File: config.mk
export PLATFORM = sky130hd
export DESIGN_NAME = bus_write_unit_flat
export DESIGN_NICKNAME = d
export VERILOG_FILES = /design/src/rtl/bus_write_unit_if.sv /design/src/rtl/bus_write_unit.sv /design/src/flat_wrapper.sv
export SDC_FILE = /design/constraint.sdc
export NUM_CORES = 1
export LEC_CHECK = 0
export BUFFER_PORTS_ARGS = -buffer_cell sky130_fd_sc_hd__buf_2
export CORE_MARGIN = 1
export CORE_UTILIZATION = 40
export CTS_CLUSTER_SIZE = 30
export DETAILED_ROUTE_END_ITERATION = 8
export HOLD_SLACK_MARGIN = 0.12
export PLACE_DENSITY = 0.77
export SYNTH_ARGS = -nofsm -noshare
export SYNTH_HDL_FRONTEND = slang
export SYNTH_SLANG_ARGS = --single-unit
File: constraint.sdc
create_clock -name clk -period 1.7 [get_ports clk]
set_clock_uncertainty 0.15 [all_clocks]
set_input_delay 0.17 -clock clk [delete_from_list [all_inputs] [get_ports clk]]
set_output_delay 0.17 -clock clk [all_outputs]
set_load 0.02 [all_outputs]
File: src/rtl/bus_write_unit_if.sv
// rtl/bus_write_unit_if.sv - bus-side and data-memory-side signals of bus_write_unit
//
// Ports (slave = bus_write_unit, master = the bus/memory environment):
//   write_en [3:0]   destination select code (mirrors bus read_en codes)
//   busin    [N-1:0] bus value to be written; only bits [11:0] are stored
//   pc_inc           increment pc by 1
//   dm_ack           data memory write-complete pulse
//   dm_addr  [11:0]  data memory write address
//   dm_wdata [11:0]  data memory write data
//   dm_we            single-cycle data memory write strobe
//   busy             a data memory write is outstanding
interface bus_write_unit_if #(
  parameter int N = 17
) ();

  logic [3:0]   write_en;
  logic [N-1:0] busin;
  logic         pc_inc;
  logic         dm_ack;
  logic [11:0]  dm_addr;
  logic [11:0]  dm_wdata;
  logic         dm_we;
  logic         busy;

  modport slave (
    input  write_en,
    input  busin,
    input  pc_inc,
    input  dm_ack,
    output dm_addr,
    output dm_wdata,
    output dm_we,
    output busy
  );

  modport master (
    output write_en,
    output busin,
    output pc_inc,
    output dm_ack,
    input  dm_addr,
    input  dm_wdata,
    input  dm_we,
    input  busy
  );

endinterface

File: src/rtl/bus_write_unit.sv
// rtl/bus_write_unit.sv - decodes bus writes into architectural registers and data memory
//
// Ports:
//   clk             rising-edge clock
//   rst             synchronous active-high reset
//   bus             bus_write_unit_if.slave (write_en, busin, pc_inc, dm_ack in;
//                   dm_addr, dm_wdata, dm_we, busy out)
//   r1..r4, ir, ac  architectural registers (12 bits)
//   ar              data address register (12 bits)
//   pc              instruction address register (12 bits)
module bus_write_unit #(
  parameter int N = 17
) (
  input  logic              clk,
  input  logic              rst,
  bus_write_unit_if.slave   bus,
  output logic [11:0]       r1,
  output logic [11:0]       r2,
  output logic [11:0]       r3,
  output logic [11:0]       r4,
  output logic [11:0]       ir,
  output logic [11:0]       ac,
  output logic [11:0]       ar,
  output logic [11:0]       pc
);

  localparam logic [3:0] WE_AR  = 4'd1;
  localparam logic [3:0] WE_PC  = 4'd2;
  localparam logic [3:0] WE_IR  = 4'd4;
  localparam logic [3:0] WE_AC  = 4'd5;
  localparam logic [3:0] WE_R1  = 4'd7;
  localparam logic [3:0] WE_R2  = 4'd8;
  localparam logic [3:0] WE_R3  = 4'd9;
  localparam logic [3:0] WE_R4  = 4'd10;
  localparam logic [3:0] WE_MEM = 4'd12;

  typedef enum logic [1:0] {
    S_IDLE   = 2'd0,
    S_STROBE = 2'd1,
    S_WAIT   = 2'd2
  } dm_state_e;

  dm_state_e   state_q, state_d;
  logic [11:0] r1_q, r1_d;
  logic [11:0] r2_q, r2_d;
  logic [11:0] r3_q, r3_d;
  logic [11:0] r4_q, r4_d;
  logic [11:0] ir_q, ir_d;
  logic [11:0] ac_q, ac_d;
  logic [11:0] ar_q, ar_d;
  logic [11:0] pc_q, pc_d;
  logic [11:0] dm_addr_q, dm_addr_d;
  logic [11:0] dm_wdata_q, dm_wdata_d;
  logic        dm_we_q, dm_we_d;
  logic        busy_q, busy_d;

  logic [11:0] bus12;
  logic        wr_open;
  logic        pc_load;

  assign bus12 = bus.busin[11:0];

  // Upper bus bits carry nothing this unit stores.
  generate
    if (N > 12) begin : g_hi
      logic unused_busin_hi;
      assign unused_busin_hi = ^bus.busin[N-1:12];
    end
  endgenerate

  // Writes are only accepted while no memory write is outstanding.
  assign wr_open = (state_q == S_IDLE);
  assign pc_load = wr_open && (bus.write_en == WE_PC);

  always_comb begin
    r1_d       = r1_q;
    r2_d       = r2_q;
    r3_d       = r3_q;
    r4_d       = r4_q;
    ir_d       = ir_q;
    ac_d       = ac_q;
    ar_d       = ar_q;
    pc_d       = pc_q;
    dm_addr_d  = dm_addr_q;
    dm_wdata_d = dm_wdata_q;
    dm_we_d    = 1'b0;
    busy_d     = busy_q;
    state_d    = state_q;

    if (wr_open) begin
      case (bus.write_en)
        WE_AR:   ar_d = bus12;
        WE_PC:   pc_d = bus12;
        WE_IR:   ir_d = bus12;
        WE_AC:   ac_d = bus12;
        WE_R1:   r1_d = bus12;
        WE_R2:   r2_d = bus12;
        WE_R3:   r3_d = bus12;
        WE_R4:   r4_d = bus12;
        WE_MEM: begin
          // Address is ar as it stands before this edge.
          dm_addr_d  = ar_q;
          dm_wdata_d = bus12;
          dm_we_d    = 1'b1;
          busy_d     = 1'b1;
          state_d    = S_STROBE;
        end
        default: ;
      endcase
    end

    // A bus load of pc wins over the increment on the same edge.
    if (bus.pc_inc && !pc_load) begin
      pc_d = pc_q + 12'd1;
    end

    case (state_q)
      S_STROBE: begin
        busy_d  = 1'b1;
        state_d = S_WAIT;
      end
      S_WAIT: begin
        if (bus.dm_ack) begin
          busy_d  = 1'b0;
          state_d = S_IDLE;
        end
      end
      default: ;
    endcase
  end

  always_ff @(posedge clk) begin
    if (rst) begin
      r1_q       <= '0;
      r2_q       <= '0;
      r3_q       <= '0;
      r4_q       <= '0;
      ir_q       <= '0;
      ac_q       <= '0;
      ar_q       <= '0;
      pc_q       <= '0;
      dm_addr_q  <= '0;
      dm_wdata_q <= '0;
      dm_we_q    <= 1'b0;
      busy_q     <= 1'b0;
      state_q    <= S_IDLE;
    end else begin
      r1_q       <= r1_d;
      r2_q       <= r2_d;
      r3_q       <= r3_d;
      r4_q       <= r4_d;
      ir_q       <= ir_d;
      ac_q       <= ac_d;
      ar_q       <= ar_d;
      pc_q       <= pc_d;
      dm_addr_q  <= dm_addr_d;
      dm_wdata_q <= dm_wdata_d;
      dm_we_q    <= dm_we_d;
      busy_q     <= busy_d;
      state_q    <= state_d;
    end
  end

  assign r1 = r1_q;
  assign r2 = r2_q;
  assign r3 = r3_q;
  assign r4 = r4_q;
  assign ir = ir_q;
  assign ac = ac_q;
  assign ar = ar_q;
  assign pc = pc_q;

  assign bus.dm_addr  = dm_addr_q;
  assign bus.dm_wdata = dm_wdata_q;
  assign bus.dm_we    = dm_we_q;
  assign bus.busy     = busy_q;

endmodule

File: src/flat_wrapper.sv
// flat-port wrapper written by rule: the top's interface ports become plain ports
module bus_write_unit_flat 
#(
  parameter int N = 17
)
  (clk, rst, r1, r2, r3, r4, ir, ac, ar, pc, bus_write_en, bus_busin, bus_pc_inc, bus_dm_ack, bus_dm_addr, bus_dm_wdata, bus_dm_we, bus_busy);
  bus_write_unit_if #(.N(N)) bus_i ();
  input  logic clk;
  input  logic rst;
  output logic [11:0] r1;
  output logic [11:0] r2;
  output logic [11:0] r3;
  output logic [11:0] r4;
  output logic [11:0] ir;
  output logic [11:0] ac;
  output logic [11:0] ar;
  output logic [11:0] pc;
  input wire logic [$bits(bus_i.write_en)-1:0] bus_write_en;
  input wire logic [$bits(bus_i.busin)-1:0] bus_busin;
  input wire logic [$bits(bus_i.pc_inc)-1:0] bus_pc_inc;
  input wire logic [$bits(bus_i.dm_ack)-1:0] bus_dm_ack;
  output wire logic [$bits(bus_i.dm_addr)-1:0] bus_dm_addr;
  output wire logic [$bits(bus_i.dm_wdata)-1:0] bus_dm_wdata;
  output wire logic [$bits(bus_i.dm_we)-1:0] bus_dm_we;
  output wire logic [$bits(bus_i.busy)-1:0] bus_busy;
  assign bus_i.write_en = bus_write_en;
  assign bus_i.busin = bus_busin;
  assign bus_i.pc_inc = bus_pc_inc;
  assign bus_i.dm_ack = bus_dm_ack;
  assign bus_dm_addr = bus_i.dm_addr;
  assign bus_dm_wdata = bus_i.dm_wdata;
  assign bus_dm_we = bus_i.dm_we;
  assign bus_busy = bus_i.busy;
  bus_write_unit #(.N(N)) u_core (.clk(clk), .rst(rst), .bus(bus_i), .r1(r1), .r2(r2), .r3(r3), .r4(r4), .ir(ir), .ac(ac), .ar(ar), .pc(pc));
endmodule
# Word level (Yosys, flattened, before mapping)

Cells that the tools add are included.

$add $sub $neg: 1
Eq/ne operators: 11
Mux-type cells: 12
Bitwise logic cells: 1
Reduce and logical (&&, ||, !) cells: 16

Operators by type and width:

| operator                | count |
|---|---|
| $mux W12                | 3 |
| $reduce_and A2 Y1       | 9 |
| $eq A4 B4 Y1 const B    | 4 |
| $add A12 B1 Y12 const B | 1 |
| $eq A4 B3 Y1 const B    | 3 |
| $mux W2                 | 3 |
| $eq A4 B1 Y1 const B    | 1 |
| $eq A4 B2 Y1 const B    | 1 |
| $mux W1                 | 4 |
| $pmux W2 S2             | 1 |
| $reduce_bool A2 Y1      | 2 |
| $eq A2 B1 Y1 const B    | 1 |
| $eq A2 B2 Y1 const B    | 1 |
| $logic_and A1 B1 Y1     | 2 |
| $logic_not A2 Y1        | 1 |
| $pmux W1 S2             | 1 |
| $reduce_or A2 Y1        | 1 |
| $logic_not A1 Y1        | 1 |
| $not A1 Y1              | 1 |

Register bits after elaboration: 124
Input bits: 25

# Longest topological paths before layout

Depth in word-level cells: 6
Depth in mapped cells: 9

# Worst setup path before layout

No wires, ideal clock.

Path kind: register to register
Start: register u_core.state_q[0]
End: register u_core.ac_q[10] (netlist: u_core.ac[10])
Library setup time: 0.128 ns
Arrival time: 1.462 ns
Path slack: -0.040 ns
Cell stages (with the launch flop): 9
Buffers on the path: 2
Cell sequence: dfxtp_1 > inv_1 > ha_1 > nand3_1 > or3_1 > clkbuf_1 > buf_4 > mux2i_1 > nor2_1

Cells in the longest elaborated chain, start to end: 2

RTL lines:

| item                               | line                  | text |
|---|---|---|
| from (decl)                        | bus_write_unit.sv:43  | `dm_state_e state_q, state_d;` |
| from (signal assigned)             | bus_write_unit.sv:160 | `state_q <= state_d;` |
| $logic_not A2 Y1                   | bus_write_unit.sv:72  | `assign wr_open = (state_q == S_IDLE);` |
| $reduce_and A2 Y1 (no source line) | --                    |  |
| to (signal assigned)               | bus_write_unit.sv:139 | `ac_q <= '0;` |
| to (signal assigned)               | bus_write_unit.sv:153 | `ac_q <= ac_d;` |
| to (decl)                          | bus_write_unit.sv:49  | `logic [11:0] ac_q, ac_d;` |

No other way between the ends.
A chain may end at the register's enable or synchronous reset.

# Final worst setup path

Start: register u_core.state_q[1]
End: register u_core.ac_q[5] (netlist: u_core.ac[5])

The elaborated chain is that of the path after synthesis.

==> key figures <==
Yosys
  – Syn Nets: 564
  – Seq/Total Area, Yosys: 0.5274
  – Ys Warns: 0
  – Synth Register Bits: 124
  – Netlist Area Pre-Place: 4707 µm²
  – Mean post-synth cell area: 8.798 µm²
  – Synthesized instance count: 535
  – Most used DFF post-synth: dfxtp_1
  – Cell variety after synth: 32
  – Number of flops mapped to enable cells by yosys: 0
  – Ys async rst share: 0

Timing
  – Final worst slack: 0.03334 ns
  – Worst Tran Pin Value: 0.3691 ns
  – Hold WS: 0.1986 ns
  – Setup_tns: 0 ns
  – Fin. max-slew vios: 0
  – Achievable clock frequency: 0.6000 GHz
  – Min Tclk post-route: 1.667 ns
  – RSZ-0062 raised after global routing: true
  – Slew headroom: 0.7539
  – Final Hold Vio Count: 0
  – Fin crit share: 0.9804
  – Final setup viols: 0

Global routing
  – First-pass GRT wire length: 21.22 mm
  – Global Route Usage Sum: 0.2219
  – Initial antenna violation count: 0
  – Vias in the first global route: 4057
  – Largest net degree at the start of global routing: 67
  – GR Overflow Total: 0

Cells and area
  – Layout area overhead: 39.79%
  – Fin nets: 712
  – Layout cells sized above 1: 0.3266
  – Design area: 6580 µm²
  – Non-filler cells, final: 838
  – # diodes: 0
  – Fin util: 0.5738

Worst setup path
  – WP data required: 1.83 ns
  – Crit end category: flop
  – Crit path largest cell delay: 0.35 ns
  – Crit path max-delay cell type: or3_4
  – Reg2reg start: u_core.state_q[1]
  – Worst-path maximum fanout: 12
  – Worst r2r path cells: 7
  – Crit path DAT: 1.80 ns
  – CP cell instances: inv_2 -> ha_4 -> nand3_2 -> or3_4 -> buf_12 -> mux2i_2 -> nor2_1
  – CP Launch Type: flop
  – R2r endpoint: u_core.ac[5]
  – R2R setup slack: 0.03 ns
  – Crit Path Class: reg2reg

Floorplanning
  – FP Rows: 39
  – Die Area: 12210 µm²
  – Die width: 110.5 µm
  – # IOs: 147
  – Die Height: 110.5 µm
  – Initial core utilization: 0.4105
  – Core area: 11470 µm²

Place
  – Post-Place Worst Slack: -0.08527 ns
  – Gpl congestion: 0.7508
  – Placement-stage cell area: 5622 µm²
  – Inst Count DP: 787
  – PortBufs: 141
  – HPWL Detailed: 8.685 mm

Worst hold path
  – Hold path startpoint: bus_write_en[1]
  – WHS Path Cells: 5
  – Worst hold path class: in2reg
  – Min-Delay Endpoint: u_core.r4[1]

Route
  – DR DRC count: 0
  – WL final: 13.68 mm
  – DRT Pass-1 Iters: 4
  – ANT nets after route: 0
  – Post-DR vias/cell: 5.104
  – Drt wl/cell: 16.33 µm
  – Vias after detailed routing: 4277
  – Initial DRC count: 329

Power
  – Worst vdd ir: 0.4961 mV
  – PwrDens: 1105 nW/µm²
  – P_leak: 2.933 nW
  – Total power: 7.272 mW

Clock network
  – # clock sinks: 124
  – CTS HTree Levels: 4
  – Cts bufs inserted: 17
  – Insertion delay to the later sink of the worst-skew pair: 0.40 ns
  – Worst-path clk slew: 0.06 ns
  – CTS Buffer Depth: 2
  – CTS Root Cell: clkbuf_16
  – CTS tree: yes

Flow run
  – Max cap viols: 0

Run status
  – Status: finished, final reports clean
## layout by cell type, fill, tap and decap left out, types with 5 or more instances in the layout
| master | count |
|---|---|
| nand2_1 | 101 |
| clkinv_2 | 5 |
| nor2_1 | 52 |
| clkbuf_1 | 5 |
| dlygate4sd3_1 | 15 |
| a211oi_2 | 11 |
| a21oi_1 | 60 |
| buf_4 | 10 |
| xnor2_1 | 8 |
| buf_12 | 10 |
| clkbuf_16 | 18 |
| mux2i_1 | 48 |
| nor2_2 | 7 |
| buf_2 | 140 |
| nand3_1 | 28 |
| dfxtp_1 | 123 |
## metal layers
layer / wire length, µm / vias up / global-route usage
li1: - / 2074 / -
met1: 6114 / 2034 / 0.2773
met5: 0 / - / 0
met3: 764 / 17 / 0.05873
met2: 6615 / 152 / 0.3685
met4: 187 / 0 / 0.07733
## worst max path at each step
stage	from	to	slack, ns	cells past startpoint
CTS	u_core.state_q[1]	u_core.r2[2]	0.005	7
detailed placement	u_core.state_q[1]	u_core.ac[8]	-0.09	7
floorplan	u_core.state_q[0]	u_core.ac[10]	0.002	8
global route	u_core.state_q[1]	u_core.pc[9]	-0.06	7
global placement	u_core.state_q[1]	u_core.ac[4]	0.005	7
finish	u_core.state_q[1]	u_core.ac[5]	0.03	7
## cell usage after synthesis, drive strengths merged, types with 4 or more instances
library cell	count	area (µm²)
buf	15	97.59
clkbuf	35	131.4
xnor2	8	70.07
inv	4	15.01
nor2	63	236.5
a21oi	61	305.3
nand3	30	155.1
a211oi	12	95.09
mux2i	49	490.5
nand2	103	386.6
dfxtp	124	2482
nor3	4	20.02
ha	4	50.05
## where the power goes
group / internal [mW] / switching (mW)
Clock: 2.43 / 1.21
Combinational: 0.222 / 0.379
Sequential: 2.98 / 0.0483
## kinds of logic (layout without fill, tap and decap cells)
logic type,count (synthesis),count (layout),synth area share
AND/OR/NAND/NOR,216,216,0.1956
adder cells (fa/ha/maj),4,4,0.01063
XOR/XNOR,11,11,0.02047
flip-flops,124,124,0.5274
buffers and inverters,54,214,0.05183
multiplexers,49,49,0.1042
AO/OA/AOI/OAI,77,77,0.08984
## sequential cells by signal (all words and copies together) (netlist names)
register,cells
u_core.r3,12
u_core.ac,12
u_core.r4,12
u_core.r2,12
u_core.bus.dm_we,1
u_core.r1,12
u_core.state_q,2
u_core.bus.dm_wdata,12
u_core.bus.dm_addr,12
u_core.bus.busy,1
u_core.ar,12
u_core.pc,12
u_core.ir,12
## critical path: cells and delay by family, from the launching register on
kind / cells / cell delay (ns)
adders and majority gates: 1 / 0.17
DFF: 1 / 0.33
muxes: 1 / 0.17
buffers and inverters: 2 / 0.24
and+or+nand+nor: 3 / 0.49
## layout make-up
class / instances / area, µm²
clock buffers: 22 / 444.2
clock inverters: 9 / 145.1
fillers: 988 / 4887
inverters: 4 / 15.01
multi-input cells: 357 / 2128
flip-flops and latches: 124 / 2484
well taps: 143 / 178.9
repair buffers: 179 / 1185
## timing repair
item / in CTS / in global routing
hold buffers: 15 / 0
cloned: 0 / 2
resized for setup: 5 / 38
endpoints found under the setup margin: 60 / 90
buffers inserted: 0 / 3
endpoints found under the hold margin: 112 / 0
pin swaps: 0 / 3
Note: power is estimated with default switching activity, not from simulation.
